===== config.mk =====
export PLATFORM = sky130hd
export DESIGN_NAME = layer_sched_flat
export DESIGN_NICKNAME = d
export VERILOG_FILES = /design/src/rtl/layer_sched_if.sv /design/src/rtl/layer_sched.sv /design/src/flat_wrapper.sv
export SDC_FILE = /design/constraint.sdc
export NUM_CORES = 1
export LEC_CHECK = 0
export CAP_MARGIN = 25
export CORE_MARGIN = 2
export CORE_UTILIZATION = 42
export CTS_CLUSTER_SIZE = 14
export DETAILED_ROUTE_END_ITERATION = 12
export PLACE_DENSITY = 0.88
export RECOVER_POWER = 100
export SYNTH_ARGS = -nofsm -noshare
export SYNTH_HDL_FRONTEND = slang
export SYNTH_SLANG_ARGS = --single-unit

===== constraint.sdc =====
create_clock -name clk -period 2.1 [get_ports clk]
set_input_delay 0.525 -clock clk [delete_from_list [all_inputs] [get_ports clk]]
set_output_delay 0.525 -clock clk [all_outputs]
set_load 0.1 [all_outputs]

===== src/rtl/layer_sched_if.sv =====
// Handshake bundle between the layer sequencer, the descriptor DRAM port and the two engines.
// The slave side is the sequencer; the master side is whoever drives it (top level or a bench).
interface layer_sched_if #(
    parameter int DATA_WIDTH = 32,
    parameter int ADDR_WIDTH = 18
);
    logic                  start;
    logic [DATA_WIDTH-1:0] dram_rdata;
    logic                  dram_rd_en;
    logic [ADDR_WIDTH-1:0] dram_addr;
    logic                  conv_enable;
    logic                  conv_done;
    logic                  pool_enable;
    logic                  pool_done;
    logic [1:0]            eng_sel;
    logic [2:0]            layer_idx;
    logic                  busy;
    logic                  done;
    logic                  err;

    modport slave (
        input  start, dram_rdata, conv_done, pool_done,
        output dram_rd_en, dram_addr, conv_enable, pool_enable,
               eng_sel, layer_idx, busy, done, err
    );

    modport master (
        output start, dram_rdata, conv_done, pool_done,
        input  dram_rd_en, dram_addr, conv_enable, pool_enable,
               eng_sel, layer_idx, busy, done, err
    );
endinterface


===== src/rtl/layer_sched.sv =====
// Layer sequencer: fetches descriptors from DRAM, dispatches each to the conv or pool
// engine, waits for that engine's done under a watchdog, and reports completion or error.
module layer_sched #(
    parameter int                   DATA_WIDTH     = 32,
    parameter int                   ADDR_WIDTH     = 18,
    parameter logic [ADDR_WIDTH-1:0] LAYER_TBL_BASE = 18'd32,
    parameter int                   MAX_LAYERS     = 8,
    parameter int                   TIMEOUT_WIDTH  = 20
) (
    input  logic         clk,
    input  logic         rst,
    layer_sched_if.slave bus
);
    typedef enum logic [6:0] {
        S_IDLE     = 7'b0000001,
        S_FETCH    = 7'b0000010,
        S_CAPTURE  = 7'b0000100,
        S_DISPATCH = 7'b0001000,
        S_WAIT     = 7'b0010000,
        S_DONE     = 7'b0100000,
        S_ERR      = 7'b1000000
    } state_t;

    localparam logic [1:0] OP_CONV = 2'b00;
    localparam logic [1:0] OP_POOL = 2'b01;
    localparam logic [1:0] OP_RSVD = 2'b10;
    localparam logic [1:0] OP_END  = 2'b11;
    localparam logic [TIMEOUT_WIDTH-1:0] WD_ALL = '1;
    localparam logic [TIMEOUT_WIDTH-1:0] WD_PRE = WD_ALL - TIMEOUT_WIDTH'(1);
    localparam logic [2:0] IDX_LAST = 3'(MAX_LAYERS - 1);

    state_t                   state_q, state_d;
    logic [2:0]               idx_q, idx_d;
    logic [2:0]               desc_q, desc_d;
    logic [TIMEOUT_WIDTH-1:0] wd_q, wd_d;
    logic                     err_q, err_d;
    logic                     act_done;
    logic                     unused_rdata;

    assign unused_rdata = ^bus.dram_rdata[DATA_WIDTH-1:3];
    assign act_done     = (desc_q[1:0] == OP_CONV) ? bus.conv_done : bus.pool_done;

    always_ff @(posedge clk or posedge rst) begin
        if (rst) begin
            state_q <= S_IDLE;
            idx_q   <= '0;
            desc_q  <= '0;
            wd_q    <= '0;
            err_q   <= 1'b0;
        end else begin
            state_q <= state_d;
            idx_q   <= idx_d;
            desc_q  <= desc_d;
            wd_q    <= wd_d;
            err_q   <= err_d;
        end
    end

    always_comb begin
        state_d = state_q;
        idx_d   = idx_q;
        desc_d  = desc_q;
        wd_d    = wd_q;
        err_d   = err_q;
        case (state_q)
            S_IDLE: begin
                if (bus.start) begin
                    idx_d   = '0;
                    err_d   = 1'b0;
                    state_d = S_FETCH;
                end
            end
            S_FETCH: state_d = S_CAPTURE;
            S_CAPTURE: begin
                desc_d = bus.dram_rdata[2:0];
                case (bus.dram_rdata[1:0])
                    OP_END:  state_d = S_DONE;
                    OP_RSVD: state_d = S_ERR;
                    default: state_d = S_DISPATCH;
                endcase
            end
            S_DISPATCH: begin
                wd_d    = '0;
                state_d = S_WAIT;
            end
            S_WAIT: begin
                wd_d = (wd_q == WD_ALL) ? wd_q : wd_q + TIMEOUT_WIDTH'(1);
                // An active done in the same cycle the watchdog saturates still counts.
                if (act_done) begin
                    if (desc_q[2])             state_d = S_DONE;
                    else if (idx_q == IDX_LAST) state_d = S_ERR;
                    else begin
                        idx_d   = idx_q + 3'd1;
                        state_d = S_FETCH;
                    end
                end else if (wd_q >= WD_PRE) begin
                    state_d = S_ERR;
                end
            end
            S_DONE: state_d = S_IDLE;
            S_ERR: begin
                err_d   = 1'b1;
                state_d = S_IDLE;
            end
            default: state_d = S_IDLE;
        endcase
    end

    assign bus.dram_rd_en  = (state_q == S_FETCH);
    assign bus.dram_addr   = (state_q == S_FETCH) ? LAYER_TBL_BASE + ADDR_WIDTH'(idx_q) : '0;
    assign bus.conv_enable = (state_q == S_DISPATCH) && (desc_q[1:0] == OP_CONV);
    assign bus.pool_enable = (state_q == S_DISPATCH) && (desc_q[1:0] == OP_POOL);
    assign bus.eng_sel     = (state_q == S_DISPATCH || state_q == S_WAIT) ?
                             ((desc_q[1:0] == OP_CONV) ? 2'b01 : 2'b10) : 2'b00;
    assign bus.layer_idx   = idx_q;
    assign bus.busy        = (state_q != S_IDLE);
    assign bus.done        = (state_q == S_DONE);
    assign bus.err         = err_q;
endmodule


===== src/flat_wrapper.sv =====
// flat-port wrapper written by rule: the top's interface ports become plain ports
module layer_sched_flat 
#(
    parameter int                   DATA_WIDTH     = 32,
    parameter int                   ADDR_WIDTH     = 18,
    parameter logic [ADDR_WIDTH-1:0] LAYER_TBL_BASE = 18'd32,
    parameter int                   MAX_LAYERS     = 8,
    parameter int                   TIMEOUT_WIDTH  = 20
)
  (clk, rst, bus_start, bus_dram_rdata, bus_conv_done, bus_pool_done, bus_dram_rd_en, bus_dram_addr, bus_conv_enable, bus_pool_enable, bus_eng_sel, bus_layer_idx, bus_busy, bus_done, bus_err);
  layer_sched_if #(.DATA_WIDTH(DATA_WIDTH), .ADDR_WIDTH(ADDR_WIDTH)) bus_i ();
  input  logic clk;
  input  logic rst;
  input wire logic [$bits(bus_i.start)-1:0] bus_start;
  input wire logic [$bits(bus_i.dram_rdata)-1:0] bus_dram_rdata;
  input wire logic [$bits(bus_i.conv_done)-1:0] bus_conv_done;
  input wire logic [$bits(bus_i.pool_done)-1:0] bus_pool_done;
  output wire logic [$bits(bus_i.dram_rd_en)-1:0] bus_dram_rd_en;
  output wire logic [$bits(bus_i.dram_addr)-1:0] bus_dram_addr;
  output wire logic [$bits(bus_i.conv_enable)-1:0] bus_conv_enable;
  output wire logic [$bits(bus_i.pool_enable)-1:0] bus_pool_enable;
  output wire logic [$bits(bus_i.eng_sel)-1:0] bus_eng_sel;
  output wire logic [$bits(bus_i.layer_idx)-1:0] bus_layer_idx;
  output wire logic [$bits(bus_i.busy)-1:0] bus_busy;
  output wire logic [$bits(bus_i.done)-1:0] bus_done;
  output wire logic [$bits(bus_i.err)-1:0] bus_err;
  assign bus_i.start = bus_start;
  assign bus_i.dram_rdata = bus_dram_rdata;
  assign bus_i.conv_done = bus_conv_done;
  assign bus_i.pool_done = bus_pool_done;
  assign bus_dram_rd_en = bus_i.dram_rd_en;
  assign bus_dram_addr = bus_i.dram_addr;
  assign bus_conv_enable = bus_i.conv_enable;
  assign bus_pool_enable = bus_i.pool_enable;
  assign bus_eng_sel = bus_i.eng_sel;
  assign bus_layer_idx = bus_i.layer_idx;
  assign bus_busy = bus_i.busy;
  assign bus_done = bus_i.done;
  assign bus_err = bus_i.err;
  layer_sched #(.DATA_WIDTH(DATA_WIDTH), .ADDR_WIDTH(ADDR_WIDTH), .LAYER_TBL_BASE(LAYER_TBL_BASE), .MAX_LAYERS(MAX_LAYERS), .TIMEOUT_WIDTH(TIMEOUT_WIDTH)) u_core (.clk(clk), .rst(rst), .bus(bus_i));
endmodule

==> results of run 1 <==
[Yosys cell counts (all sizes together) (4+ instances only)]
cell	count
o21ai	12
nand4	10
or3	8
dfrtp	33
nor3	6
xor2	5
ha	4
and2	6
buf	17
nor2	22
and4	5
nor4	4
a21oi	7
nand2	15
xnor2	6
clkbuf	4
inv	12
nand3	13
[sequential cells by signal, summed over array words and instances, names as in the netlist]
register and cells:
u_core.wd_q 20, u_core.state_q 7, u_core.bus.layer_idx 3, u_core.desc_q 3, u_core.bus.err 1
[how the worst min path moves through the flow]
stage / start / endpoint / slack, ps / cells after the start
2_1_floorplan: u_core.wd_q[19] / u_core.wd_q[19] / 500 / 2
3_3_place_gp: u_core.bus.err / u_core.bus.err / 510 / 2
3_5_place_dp: u_core.wd_q[19] / u_core.wd_q[19] / 530 / 2
4_1_cts: u_core.wd_q[19] / u_core.wd_q[19] / 540 / 2
5_1_grt: u_core.bus.err / u_core.bus.err / 570 / 2
6_report: u_core.bus.err / u_core.bus.err / 570 / 2
[stage by stage]
| step | setup WS (ps) | area, um2 | std cells | power [uW] | hold WS, ps |
|---|---|---|---|---|---|
| 2_1_floorplan | -653.2 | 2202 | 238 | 1537 | 497.1 |
| 3_3_place_gp | 34.35 | 2631 | 316 | 1769 | 507.3 |
| 3_5_place_dp | 10.98 | 2631 | 316 | 1800 | 526.6 |
| 4_1_cts | -202.4 | 2869 | 335 | 2432 | 543.6 |
| 5_1_grt | -346.6 | 3074 | 349 | 2748 | 571.4 |
| 6_report | -255.7 | 3074 | 349 | 2649 | 573.8 |
[routing by layer]
metal | GRT usage (%) | wire length, um | share of wire (%)
met1 | 26.05 | 2369 | 38
met3 | 4.390 | 371 | 5.9
met2 | 38.34 | 3266 | 52
met5 | 0 | 0 | 0
met4 | 12.12 | 279 | 4.4
[tightest hold or removal path, delay by kind of cell, from the launching register on]
family             cells  cell delay, ps
DFF                    1             400
and+or+nand+nor        1              80
AOI/OAI and AO/OA      1              60
[logic make-up after synthesis]
group	synth area share, %
AND/OR/NAND/NOR	28.46
AO/OA/AOI/OAI	11.66
flip-flops	42.22
buffers and inverters	9.175
XOR/XNOR	4.774
adder cells (fa/ha/maj)	2.480
multiplexers	1.054
other	0.1858
[cell usage in the layout, fill, tap and decap left out, types with 3 or more instances in the layout]
cell	netlist	final
a211oi_1	3	3
buf_12	0	12
dfrtp_2	0	6
nand3_4	0	3
and4_1	4	3
nand4_1	9	9
dfrtp_1	33	27
a21oi_2	0	4
clkdlybuf4s50_1	0	6
nand3_1	13	10
and2_1	6	3
o21ai_0	12	12
xor2_1	5	4
buf_4	16	42
and2_4	0	3
clkbuf_8	0	6
nor2_1	22	19
inv_1	12	12
nand2_1	15	15
or3_4	0	3
or3_1	7	5
conb_1	1	14
buf_6	0	8
ha_1	4	4
a21oi_1	7	3
nor3_4	0	3
xnor2_1	6	6
[repair_timing]
action                                  4_1_cts  5_1_grt
resized for setup                            14       23
pin swaps                                     9       10
endpoints found under the setup margin       11       22
setup buffers                                12       16
[cell type report]
| type | count | area [um2] |
|---|---|---|
| repair buffers | 70 | 720.7 |
| well taps | 54 | 67.56 |
| flip-flops and latches | 34 | 859.6 |
| multi-input cells | 171 | 1291 |
| inverters | 12 | 45.04 |
| clock buffers | 8 | 90.09 |
| fillers | 308 | 1618 |
[report_power, final]
group	internal, uW	switching (uW)	total (uW)
sequential	730	136	866
clock	267	246	513
combinational	563	706	1270
total	1560	1090	2650
==> impl_metrics.toml, run 1 <==
[sta]
max_freq_ghz = 0.4245
fin_skew_ps = 11.09
fin_ws_ps = -255.7
finalMaxSlewViolations = 0
period_needed_ps = 2356
hold_viol = 0
rsz0062_at_grt = "true"
post-route-period-util_pct = 112.2
tightest_slew_ps = 845.3
setup_violations = 15
fin_setup_tns_ps = -2052
relSlewSlack_pct = 43.65

[setup_path]
slowest_stage = "dfrtp_2"
r2r_end = "u_core.wd_q[18]"
critPathCapture = "bus_dram_addr[0]"
worstPathCellList = "nor4_4 -> nor4bb_4 -> buf_4 -> and2_4 -> buf_12"
cp-start-kind = "register"
rr_worst_depth = 7
crit_arrival_ps = 1830
reg2reg_slack_ps = -100
critPathBufInv = 2
r2r-start = "u_core.state_q[1]"
path_depth = 5
critPathCaptureType = "output pin"
cp_top_family = "simple AND/OR/NAND/NOR gates"
max_stage_delay_ps = 430
worst-setup-path-type = "reg -> out"
worstPathRequired_ps = 1570
setup.worst_path.start = "u_core.state_q[3]"
path_max_fanout = 4

[floorplan]
start_util_pct = 43.01
die_h_um = 73.32
dieArea_um2 = 5376
core_area_um2 = 4692
io_pins = 66
row_count = 25
dieWidth_um = 73.32

[finish]
post-route-util_pct = 65.52
drive_above_1_share_pct = 38.31
diodes = 0
nets = 335
areaGrowthSynthToFinish_pct = 52.32

[routing]
drt-initial-drc-count = 197
drt_wl_total_um = 6286
wl_per_cell_um = 18.01
vias_per_cell = 5.954
vias = 2078
first_pass_iters = 5
final_antenna_net_count = 0
post-route-drc-count = 0

[logic_synthesis]
avgSynthCellArea_um2 = 8.970
ys_seq_area_share_pct = 42.22
yosysWarningCount = 0
synth_top_flop_cell = "dfrtp_1"
synth_edf_count = 0
ys_top_cells_by_area = "dfrtp_1 (41%), buf_4 (6.0%), nor2_1 (4.1%), nand3_1 (3.2%), o21ai_0 (3.0%)"
synth_top_area_share_pct = 40.92
ys_ff_latch = 34
synth_cell_types = 47
synth_area_um2 = 2018
yosys.area.top_type = "dfrtp_1"
syn_inst = 225
async_flop_share_pct = 100.0

[outcome]
violations = "negative setup slack"
status = "complete, but fails checks"

[global_routing]
grt_overflow = 0
grt_max_degree = 35
grt_pass1_wl_um = 8942
antenna_found_initial = 0
grt_pass1_vias = 1872
grt_usage_pct = 22.30

[placement]
port_buffers = 22
hpwl_um = 3580
gp_congestion = 0.8425

[pwr]
ir_drop_mv = 0.4487
p_leak_uw = 0.001344
power_density_nw_per_um2 = 861.6

[job]
cap_violations = 0

[cts]
cts_hold_buf = 0
clkTransAtPathRegs_ps = 70
cts_root_buffer = "clkbuf_8"
cts_buffers = 5
worstSkewPairLatency_ps = 300
cts.path.max_buffers = 2
cts.sinks = 34
htreeDepth = 2
cts_tree = "built"

[hold_path]
hold_class = "reg -> reg"
Note: power is estimated with default switching activity, not from simulation.
==> run 2, diff against run 1 <==
--- a/config.mk
+++ b/config.mk
@@ -7,10 +7,11 @@
 export LEC_CHECK = 0
 export CAP_MARGIN = 25
 export CORE_MARGIN = 2
-export CORE_UTILIZATION = 42
+export CORE_UTILIZATION = 51
+export CTS_BUF_LIST = sky130_fd_sc_hd__clkbuf_4
 export CTS_CLUSTER_SIZE = 14
 export DETAILED_ROUTE_END_ITERATION = 12
-export PLACE_DENSITY = 0.88
+export PLACE_DENSITY = 0.95
 export RECOVER_POWER = 100
 export SYNTH_ARGS = -nofsm -noshare
 export SYNTH_HDL_FRONTEND = slang
==> constraint.sdc (replaced) <==
create_clock -name clk -period 2.85 [get_ports clk]
set_input_delay 0.7125 -clock clk [delete_from_list [all_inputs] [get_ports clk]]
set_output_delay 0.7125 -clock clk [all_outputs]
set_load 0.1 [all_outputs]
==> run 2 against run 1 <==
Compared with the run above: the flow now finishes without violations; core utilization barely moved; worst hold slack got worse by 16 ps; combinational power fell by 53%; total power fell by 44%; clock-buffer cell count fell by 1; critical path type unchanged.
==> impl_metrics.toml, run 2 (same netlist as run 1, synthesis figures left out) <==
[finish]
areaGrowthSynthToFinish_pct = 21.57
instances_no_fill = 298
drive_above_1_share_pct = 17.20
multi_input_area_um2 = 1091
nets = 291
top_regs = "u_core.wd_q (20), u_core.state_q (7)"
final_common_cell = "dfrtp_1"
largest_reg_flops = 20
ff_latch_area_um2 = 854.6
regMostFlops = "u_core.wd_q"
fin_area_um2 = 2454
layout_common_cells = "dfrtp_1 (31), nor2_1 (21), nand2_1 (15)"
n_fill_cell = 307
diodes = 0

[sta]
fin_skew_ps = 5.862
rsz0062_at_grt = "true"
max_freq_ghz = 0.3667
whs_ps = 557.5
finalMaxSlewViolations = 0
relSlewSlack_pct = 52.62
tightest_slew_ps = 705.3
hold_viol = 0
period_needed_ps = 2727
post-route-period-util_pct = 95.69
setup_violations = 0
fin_setup_tns_ps = 0

[placement]
port_buffers = 22
dpl.cell_count = 291
post_dp_cell_area_um2 = 2389
hpwl_um = 3219
gp_congestion = 0.8645

[cts]
cts_tree = "built"
worstSkewPairLatency_ps = 340
cts_root_buffer = "clkbuf_4"
cts_buffers = 5
cts.sinks = 34
cts.path.max_buffers = 2
htreeDepth = 2
clkTransAtPathRegs_ps = 90

[setup_path]
worstPathCellList = "nor4_1 -> nand3_2 -> nor3b_4 -> buf_12"
r2r_end = "u_core.wd_q[19]"
cp-start-kind = "register"
crit_arrival_ps = 2010
r2r-start = "u_core.state_q[2]"
max_stage_delay_ps = 490
slowest_stage = "dfrtp_1"
rr_worst_depth = 5
path_max_fanout = 7
critPathCaptureType = "output pin"
worstPathRequired_ps = 2140
worst-setup-path-type = "reg -> out"
reg2reg_slack_ps = 660

[pwr]
ir_drop_mv = 0.5469
power_frac_seq_pct = 42.4
p_leak_uw = 0.001075
p_sw_share_pct = 43.14
combPwrFrac_pct = 39.9
clkPwrFrac_pct = 17.7
p_int_uw = 848.0
switchingPower_uw = 643.2
power_density_nw_per_um2 = 607.8

[floorplan]
dieArea_um2 = 4476
start_util_pct = 53.91
core_area_um2 = 3744
die_h_um = 66.91
dieWidth_um = 66.91
row_count = 22
io_pins = 66

[routing]
first_pass_iters = 4
drt_wl_total_um = 4276
vias = 1719
post-route-drc-count = 0
vias_per_cell = 5.768
wl_per_cell_um = 14.35
final_antenna_net_count = 0
drt-initial-drc-count = 83

[job]
cap_violations = 0

[hold_path]
hold_class = "reg -> reg"
holdPathEnd = "u_core.bus.layer_idx[1]"
holdPathStages = 2
worstHoldStart = "u_core.bus.layer_idx[1]"

[global_routing]
met1_usage_pct = 27.68
grt_usage_pct = 22.33
antenna_found_initial = 0
grt_pass1_wl_um = 7431
grt-busiest-layer = "met2"
grt_overflow = 0
gr-usage-met3_pct = 5.912
grt_max_degree = 35
grt_pass1_vias = 1611
grt.met2_usage_pct = 35.75

[outcome]
status = "completed"
run 2: changes by cell type in the layout (fill, tap and decap cells not counted), sizes merged:
cell    delta
clkbuf     -2
buf       -43
run 2: critical path, delay by kind of cell, from the launching register on:
kind	cells	cell delay, ps
and+or+nand+nor	3	980
buffers and inverters	1	200
DFF	1	490
run 2: worst max path at each step:
| stage | start | endpoint | slack, ps | depth (start not counted) |
|---|---|---|---|---|
| after floorplan | u_core.state_q[3] | bus_dram_addr[5] | -350 | 4 |
| after detailed placement | u_core.state_q[2] | bus_pool_enable | 430 | 4 |
| after global placement | u_core.state_q[2] | bus_pool_enable | 440 | 4 |
| after CTS | u_core.state_q[2] | bus_pool_enable | 30 | 4 |
| final | u_core.state_q[2] | bus_pool_enable | 120 | 4 |
| after global routing | u_core.state_q[6] | bus_dram_addr[0] | -20 | 6 |
run 2: repair_timing:
action	4_1_cts	5_1_grt
hold buffers	0	0
buffers inserted	0	0
resized for setup	0	4
endpoints found under the setup margin	0	6
endpoints found under the hold margin	0	0
run 2: power groups by stage:
stage               clock network [uW]  registers [uW]  logic [uW]
floorplan                            0             623         439
global placement                     0             635         571
detailed placement                   0             643         588
CTS                                270             632         590
global route                       293             644         628
finish                             264             632         595
run 2: layout make-up:
type,count,share of cell area [%]
tap,48,2.448
inverter,12,1.836
clock buffer,7,2.142
sequential,34,34.83
timing repair buffer,26,14.28
multi-input combinational,171,44.47
run 2: per-layer routing:
metal	part of all wire [%]	wire length, um
met5	0	0
met2	48	2057
met3	5.0	212
met1	43	1858
met4	3.4	147
run 2: metrics by stage:
step / setup WS, ps / total power [uW] / utilization [%]
finish: 123.0 / 1491 / 65.54
global route: -20.62 / 1565 / 65.54
CTS: 33.33 / 1492 / 65.21
detailed placement: 427.3 / 1231 / 63.80
global placement: 435.6 / 1206 / 63.80
floorplan: -353.1 / 1061 / -
==> run 3, diff against run 2 <==
--- a/config.mk
+++ b/config.mk
@@ -13,6 +13,7 @@
 export DETAILED_ROUTE_END_ITERATION = 12
 export PLACE_DENSITY = 0.95
 export RECOVER_POWER = 100
+export SLEW_MARGIN = 20
 export SYNTH_ARGS = -nofsm -noshare
 export SYNTH_HDL_FRONTEND = slang
 export SYNTH_SLANG_ARGS = --single-unit
==> results of run 3 <==
The final DEF is identical to that of run 2; final timing and power are the same.
